$ cat config.mk
export PLATFORM = sky130hd
export DESIGN_NAME = ifetch
export DESIGN_NICKNAME = d
export VERILOG_FILES = /design/src/rtl/ifetch.sv
export SDC_FILE = /design/constraint.sdc
export NUM_CORES = 1
export LEC_CHECK = 0
export ABC_AREA = 1
export CAP_MARGIN = 5
export CORE_AREA = 2 2 168 203
export CTS_CLUSTER_SIZE = 20
export DETAILED_ROUTE_END_ITERATION = 16
export DIE_AREA = 0 0 170 205
export PLACE_DENSITY = 0.65
export SYNTH_ARGS = -nofsm -noshare
export SYNTH_HDL_FRONTEND = slang
export SYNTH_SLANG_ARGS = --single-unit
$ cat constraint.sdc
create_clock -name clk -period 3.8 [get_ports clk]
set_input_delay 0.76 -clock clk [delete_from_list [all_inputs] [get_ports clk]]
set_output_delay 0.76 -clock clk [all_outputs]
set_load 0.01 [all_outputs]
$ cat src/rtl/ifetch.sv
// ifetch: instruction fetch unit with a 4-entry halfword prefetch FIFO.
// Word-aligned 32-bit reads are split into 16-bit parcels. Each parcel is
// queued with its PC and a fault flag, then handed to decode one parcel per
// idone pulse. Redirects flush the stream. A bus fault queues a fault token
// and halts fetching until the next redirect.
module ifetch #(
   parameter int unsigned   RV        = 32,
   parameter logic [RV-1:0] RESET_VEC = '0
) (
   input  logic          clk,
   input  logic          reset,
   input  logic          pc_load,
   input  logic [RV-1:0] pc_new,
   input  logic          stall,
   output logic          mem_req,
   output logic [RV-1:0] mem_addr,
   input  logic          mem_ack,
   input  logic [31:0]   mem_data,
   input  logic          mem_fault,
   output logic [15:0]   ins,
   output logic [RV-1:0] ins_pc,
   output logic          ins_fault,
   output logic          idone
);

   typedef struct packed {
      logic [15:0]   parcel;
      logic [RV-1:0] pc;
      logic          fault;
   } entry_t;

   localparam logic [RV-1:0] RESET_WORD = {RESET_VEC[RV-1:2], 2'b00};

   // Fetch-side state
   logic [RV-1:0] r_faddr;
   logic          r_skip_lo;
   logic          r_discard;
   logic          r_halted;
   logic          r_mem_req;
   logic [RV-1:0] r_mem_addr;

   // Prefetch FIFO
   entry_t        r_fifo [4];
   logic [1:0]    r_rd;
   logic [1:0]    r_wr;
   logic [2:0]    r_count;

   // Decode-side output registers
   logic [15:0]   r_ins;
   logic [RV-1:0] r_ins_pc;
   logic          r_ins_fault;
   logic          r_idone;

   logic          w_ack;
   logic          w_take;
   logic          w_pop;
   logic          w_issue;
   logic [RV-1:0] w_cur_pc;
   logic [RV-1:0] w_new_word;
   logic [1:0]    w_wr_next;
   logic [1:0]    w_push_n;
   entry_t        w_entry0;
   entry_t        w_entry1;
   logic          w_unused;

   // Bit 0 of a redirect target has no meaning for halfword-aligned code.
   assign w_unused   = pc_new[0];

   assign w_ack      = r_mem_req & mem_ack;
   // Only an ack that belongs to the live stream delivers anything. A
   // redirect in the same cycle kills the ack along with the stream.
   assign w_take     = w_ack & ~r_discard & ~pc_load;
   assign w_pop      = (r_count != 3'd0) & ~stall & ~pc_load;
   assign w_issue    = ~r_mem_req & ~r_halted & (r_count <= 3'd2) & ~pc_load;
   assign w_cur_pc   = {r_faddr[RV-1:2], r_skip_lo, 1'b0};
   assign w_new_word = {pc_new[RV-1:2], 2'b00};
   assign w_wr_next  = r_wr + 2'd1;

   // Build up to two FIFO entries from the returning word, low half first
   always_comb begin
      // NOTE: every output of a combinational block gets a default first, so no path can leave one unassigned and infer a latch.
      w_push_n = 2'd0;
      w_entry0 = '0;
      w_entry1 = '0;
      if (w_take && mem_fault) begin
         w_push_n = 2'd1;
         w_entry0 = entry_t'{parcel: 16'h0000, pc: w_cur_pc, fault: 1'b1};
      end else if (w_take && r_skip_lo) begin
         w_push_n = 2'd1;
         w_entry0 = entry_t'{parcel: mem_data[31:16],
                             pc: {r_faddr[RV-1:2], 2'b10}, fault: 1'b0};
      end else if (w_take) begin
         w_push_n = 2'd2;
         w_entry0 = entry_t'{parcel: mem_data[15:0],
                             pc: {r_faddr[RV-1:2], 2'b00}, fault: 1'b0};
         w_entry1 = entry_t'{parcel: mem_data[31:16],
                             pc: {r_faddr[RV-1:2], 2'b10}, fault: 1'b0};
      end
   end

   // FIFO storage writes; occupancy is tracked separately by count/pointers
   always_ff @(posedge clk) begin
      // NOTE: the storage array has no reset; r_count decides which entries are valid, so resetting the data would only add logic.
      if (w_push_n != 2'd0) begin
         r_fifo[r_wr] <= w_entry0;
      end
      if (w_push_n == 2'd2) begin
         r_fifo[w_wr_next] <= w_entry1;
      end
   end

   // Request sequencing, redirect handling, FIFO bookkeeping and delivery
   always_ff @(posedge clk) begin
      if (reset) begin
         // NOTE: state registers use non-blocking assignments so every register samples pre-edge values, whatever the statement order.
         r_faddr     <= RESET_WORD;
         r_skip_lo   <= RESET_VEC[1];
         r_discard   <= 1'b0;
         r_halted    <= 1'b0;
         r_mem_req   <= 1'b0;
         r_mem_addr  <= '0;
         r_rd        <= 2'd0;
         r_wr        <= 2'd0;
         r_count     <= 3'd0;
         r_ins       <= 16'h0000;
         r_ins_pc    <= RESET_VEC;
         r_ins_fault <= 1'b0;
         r_idone     <= 1'b0;
      end else begin
         // Delivery: the head moves to the output registers. Otherwise the outputs hold.
         r_idone <= w_pop;
         if (w_pop) begin
            r_ins       <= r_fifo[r_rd].parcel;
            r_ins_pc    <= r_fifo[r_rd].pc;
            r_ins_fault <= r_fifo[r_rd].fault;
         end

         if (pc_load) begin
            r_rd    <= 2'd0;
            r_wr    <= 2'd0;
            r_count <= 3'd0;
         end else begin
            r_rd    <= r_rd + {1'b0, w_pop};
            r_wr    <= r_wr + w_push_n;
            r_count <= r_count + {1'b0, w_push_n} - {2'b00, w_pop};
         end

         if (pc_load) begin
            r_faddr   <= w_new_word;
            r_skip_lo <= pc_new[1];
            r_halted  <= 1'b0;
            if (r_mem_req && !mem_ack) begin
               // The old request is still in flight: hold it and drop its data later.
               r_discard <= 1'b1;
            end else begin
               // The bus is free (idle, or its ack is dropped now): fetch the target at once.
               r_discard  <= 1'b0;
               r_mem_req  <= 1'b1;
               r_mem_addr <= w_new_word;
            end
         end else if (w_ack) begin
            r_mem_req <= 1'b0;
            r_discard <= 1'b0;
            if (!r_discard) begin
               if (mem_fault) begin
                  r_halted <= 1'b1;
               end else begin
                  r_faddr   <= r_faddr + RV'(4);
                  r_skip_lo <= 1'b0;
               end
            end
         end else if (w_issue) begin
            r_mem_req  <= 1'b1;
            r_mem_addr <= r_faddr;
         end
      end
   end

   assign mem_req   = r_mem_req;
   assign mem_addr  = r_mem_addr;
   assign ins       = r_ins;
   assign ins_pc    = r_ins_pc;
   assign ins_fault = r_ins_fault;
   assign idone     = r_idone;

endmodule

After elaboration in Yosys (flattened, before gate mapping)
Memory sizes are Yosys's and may differ from the RTL's. A register that Yosys moved wholly into a read port is not among the register bits.
Index checks and enable logic that the tools add are counted.

word-level totals
  register bits = 76
  memory bits (writable) = 196
  input bits = 70
  output and inout bits = 83
  memories = 1

memories
  memory  depth  width  rd ports  clocked after Yosys merged registers in  write ports  RTL line  RTL
  r_fifo  4      49     1         1                                        2            43        entry_t r_fifo [4];

cells by class
  $add $sub $neg = 6
  order comparisons = 1
  equality and inequality tests = 5
  muxes and demuxes = 32
  bitwise logic cells = 14
  reductions and logical operators = 15

operators with widths
  kind                   number
  $mux 49                6
  $mux 32                8
  $add 32x3->32 const B  1
  $mux 1                 15
  $reduce_and 3->1       4
  $and 1x1->1            8
  $ne 2x2->1 const B     4
  $mux 2                 3
  $not 1->1              6
  $reduce_bool 2->1      3
  $reduce_bool 3->1      2
  $add 3x2->3            1
  $le 3x2->1 const B     1
  $logic_and 1x1->1      3
  $sub 3x1->3            1
  $add 2x1->2            1
  $add 2x1->2 const B    1
  $add 2x2->2            1
  $eq 2x2->1 const B     1
  $reduce_and 2->1       1
  $reduce_or 2->1        1
  $logic_not 1->1        1

Logic depth before layout (Yosys ltp)
  depth after elaboration = 9
  mapped depth = 14
  gate-level depth less buffers = 13

Least setup slack after synthesis
No wires, ideal clock.

  path type = input to register
  from = input port pc_load
  to = memory r_fifo[2][10] (netlist name) (data pin)
  library setup time = 0.138 ns
  data arrival time = 3.066 ns
  data required time = 3.662 ns
  setup slack = 0.596 ns
  stages = 9
  buffers on the path = 2
  cells stage by stage = buf_2 > inv_1 > nand2_4 > nor3_4 > nand3_2 > nand2_1 > inv_2 > buf_6 > nor2_1

RTL lines
  what         RTL line  RTL
  from (decl)  12        input logic pc_load,
  to (decl)    43

Worst setup path in the final report
  from = input port mem_ack
  to = register r_count[2]

on the way
  word-level cells in the longest chain between the ends = 8
  elaborated cells on any way between the ends = 10
  those cells by class = add/sub (2); mux (3); bitwise (3); reduce/logical (2)

ends and longest elaborated chain
  what                                                RTL line  RTL
  from (decl)                                         17        input logic mem_ack,
  $and 1x1->1 (*)                                     69        assign w_ack = r_mem_req & mem_ack;
  $and 1x1->1 (*) (2 in a row)                        72        assign w_take = w_ack & ~r_discard & ~pc_load;
  $mux 2 / $logic_and 1x1->1 (equally long branches)  92, 88
  $mux 2                                              88        end else if (w_take && r_skip_lo) begin
  $mux 2 (*)                                          85        if (w_take && mem_fault) begin
  $add 3x2->3 (*)                                     145       r_count <= r_count + {1'b0, w_push_n} - {2'b00, w_pop};
  $sub 3x1->3 (*)                                     145
  to (signal assigned)                                145
  to (decl)                                           46        logic [2:0] r_count;

Every way passes the cells marked *; elsewhere a longest branch is shown, timed or not.
A chain may end at the register's enable or synchronous reset.

==> flow_metrics.env <==
export IMPL_status="completed"
export IMPL_detailed_place_hpwl_um=25520
export IMPL_timing_final_max_slew_violations=0
export IMPL_stdcell_area_sq_um=17670
export IMPL_cts_tree="yes"
export IMPL_max_clock_skew_ns=0.02326
export IMPL_cp_arrival_ns=3.37
export IMPL_wire_per_inst_um=18.02
export IMPL_power_density_nw_per_um2=435.3
export IMPL_core_region_area_sq_um=32880
export IMPL_cts_path_max_buffers=3
export IMPL_synth_seq_cells=312
export IMPL_synthesis_area_sq_um=14650
export IMPL_clock_root_buffer="sky130_fd_sc_hd__clkbuf_16"
export IMPL_first_iter_violations=1075
export IMPL_cts_made_buffers=34
export IMPL_area_growth_synth_to_final_pct=20.65
export IMPL_pin_count_of_the_biggest_net_entering_global_routing=96
export IMPL_cts_hold_buffers_added=0
export IMPL_slew_limit_headroom_pct=36.29
export IMPL_clk_pin_slew_ns=0.06
export IMPL_fp_row_count=73
export IMPL_min_period_over_period_pct=76.50
export IMPL_max_cap_violations=0
export IMPL_cts_max_level=2
export IMPL_p_leak_nw=6.134
export IMPL_die_area_sq_um=34850
export IMPL_dpl_cell_area_sq_um=16560
export IMPL_dieWidth_um=170
export IMPL_totalNegativeSetupSlack_ns=0
export IMPL_wl_um=41640
export IMPL_cts_post_setup_buffers_inserted=0
export IMPL_drt_pass1_iterations=6
export IMPL_hold_viol_final=0
export IMPL_first_global_vias=12330
export IMPL_floorplan_io_pins=153
export IMPL_floorplan_die_height_um=205
export IMPL_first_pass_grt_wire_length_um=64720
export IMPL_max_slew_worst_pin_slew_ns=0.9542
export IMPL_port_buffers=148
export IMPL_rsz_0062_raised_after_global_routing="false"
export IMPL_multi_input_comb_area_sq_um=5563
export IMPL_fmaxAchievable_ghz=0.3440
export IMPL_worst_skew_pair_late_latency_ns=0.53
export IMPL_synth_seq_area_share_pct=55.50
export IMPL_gp_congestion=0.8696
export IMPL_post_cts_resized=0
export IMPL_synthesized_area_per_cell_sq_um=8.312
export IMPL_final_period_minus_worst_setup_slack_ns=2.907
export IMPL_setup_worst_path_class="in -> reg"
export IMPL_start_util_pct=44.54
export IMPL_primary_flip_flop_cell_chosen_by_synthesis_mapping="sky130_fd_sc_hd__edfxtp_1"
export IMPL_register_area_sq_um=8129
export IMPL_detail_route_vias_per_cell=5.537
export IMPL_fill_cells=2989
export IMPL_worst_ir_drop_vdd_uv=344.9
export IMPL_synth_edf_count=188
export IMPL_crit_path_end_kind="flip-flop"
export IMPL_layout_nets=1949
export IMPL_antenna_left=0
export IMPL_layout_drive_gt1_share_pct=5.424
export IMPL_antennaDiodeCount=0
export IMPL_drcViolationCount=0
export IMPL_yosys_cell_types_count=36
export IMPL_clock_sinks=312
export IMPL_critPathLaunchType="input port"
export IMPL_gr_usage_all_layers_pct=23.68
export IMPL_worstPathMaxFanout=9
export IMPL_netlist_instances=1762
export IMPL_setup_viol_count_final=0
export IMPL_yosysWarningCount=0
export IMPL_gr_total_overflow=0
export IMPL_timing_critical_path_required_ns=4.26
export IMPL_post_synth_arst_share_pct=0
export IMPL_worst_hold_path_type="reg -> reg"
export IMPL_grt_antenna_before_repair=0
export IMPL_detailroute_via_count=12800
[synthesized netlist by cell type, drive strengths merged (13+ instances only)]
library cell	instances	share of area [%]
a21oi	71	2.4
buf	25	0.96
clkbuf	90	2.3
dfxtp	124	17
edfxtp	188	39
inv	133	3.4
nand2	226	5.9
nand3	72	2.5
nand3b	13	0.67
nand4	70	3.0
nor2	406	10
o21ai	265	9.1
o22ai	47	2.0
[power breakdown]
part | internal [W] | switching (W)
Combinational | 0.000259 | 0.000392
Sequential | 0.00367 | 0.0000704
Clock | 0.00198 | 0.00131
[worst paths after layout]
check / end / from / cells after the start / slack [ns]
setup / recovery: r_count[2]$_SDFF_PP0_ / mem_ack / 14 / 0.89
hold / removal: mem_addr[25]$_SDFFE_PP0P_ / mem_addr[25]$_SDFFE_PP0P_ / 2 / 0.47
setup reg to reg: r_count[2]$_SDFF_PP0_ / mem_req$_SDFFE_PP0P_ / 13 / 1.12
hold reg to reg: mem_addr[25]$_SDFFE_PP0P_ / mem_addr[25]$_SDFFE_PP0P_ / 2 / 0.47
[per-stage QoR]
step | utilization, % | instances | hold slack, ns | setup slack (ns) | power [W]
3_5_place_dp | 50.37 | 2249 | 0.4556 | 0.3641 | 0.004457
5_1_grt | 53.74 | 2311 | 0.4833 | 0.6814 | 0.007951
3_3_place_gp | 50.37 | 2249 | 0.4500 | 0.3978 | 0.004448
2_1_floorplan | - | 1764 | 0.4363 | 0.5961 | 0.004155
4_1_cts | 53.74 | 2311 | 0.4702 | 0.9278 | 0.007748
6_report | 53.74 | 2311 | 0.4665 | 0.8929 | 0.007691
[kinds of logic (layout without fill, tap and decap cells)]
group | after synthesis | count (layout) | synth area share, %
other | 1 | 3 | 0.02561
and+or+nand+nor | 796 | 796 | 22.94
buffers and inverters | 249 | 384 | 6.698
adders and majority gates | 6 | 6 | 0.5639
AOI/OAI and AO/OA | 393 | 393 | 13.98
DFF | 312 | 312 | 55.50
xor gates and xnor gates | 5 | 5 | 0.2991
[critical path, cell delays in order]
cell and delay, ns:
sky130_fd_sc_hd__clkdlybuf4s50_1 0.51, sky130_fd_sc_hd__nand2_1 0.14, sky130_fd_sc_hd__nor2_4 0.15, sky130_fd_sc_hd__nand2_4 0.11, sky130_fd_sc_hd__nor2_1 0.19, sky130_fd_sc_hd__nor2_1 0.09, sky130_fd_sc_hd__ha_1 0.27, sky130_fd_sc_hd__inv_1 0.06
sky130_fd_sc_hd__ha_1 0.13, sky130_fd_sc_hd__inv_1 0.05, sky130_fd_sc_hd__fa_1 0.43, sky130_fd_sc_hd__xor2_1 0.18, sky130_fd_sc_hd__o21bai_1 0.16, sky130_fd_sc_hd__a21oi_1 0.13
[layout make-up]
| class | instances | area share (%) |
|---|---|---|
| multi-input combinational | 1203 | 31.48 |
| inverter | 134 | 2.854 |
| clock inverter | 6 | 0.4461 |
| tap | 412 | 2.917 |
| sequential | 312 | 46.01 |
| timing repair buffer | 188 | 10.48 |
| clock buffer | 56 | 5.814 |
[registers in the layout (all words and copies together), names as in the netlist]
signal     count
r_discard      1
ins_fault      1
r_wr           2
r_rd           2
idone          1
r_faddr       30
mem_addr      30
r_count        3
r_skip_lo      1
mem_req        1
ins           16
ins_pc        31
r_fifo       192
r_halted       1
[cell usage in the layout (no fill, tap or decap), types with 13 or more instances in the layout]
| cell | instances |
|---|---|
| sky130_fd_sc_hd__o22ai_1 | 47 |
| sky130_fd_sc_hd__nor2_1 | 405 |
| sky130_fd_sc_hd__inv_1 | 126 |
| sky130_fd_sc_hd__nand2_1 | 223 |
| sky130_fd_sc_hd__nand3_1 | 71 |
| sky130_fd_sc_hd__nand3b_1 | 13 |
| sky130_fd_sc_hd__nand4_1 | 70 |
| sky130_fd_sc_hd__clkdlybuf4s50_1 | 147 |
| sky130_fd_sc_hd__o21ai_0 | 265 |
| sky130_fd_sc_hd__clkbuf_1 | 16 |
| sky130_fd_sc_hd__dfxtp_1 | 123 |
| sky130_fd_sc_hd__a21oi_1 | 68 |
| sky130_fd_sc_hd__buf_4 | 34 |
| sky130_fd_sc_hd__clkbuf_16 | 37 |
| sky130_fd_sc_hd__edfxtp_1 | 188 |
[layer usage]
metal	track usage, %	share of wire [%]	up-vias
met1	30.62	41	5932
met3	3.632	7.9	95
met5	0	0	-
li1	-	-	6194
met2	39.69	48	575
met4	9.921	3.2	0
No activity file was read; power rests on OpenSTA's default activity.
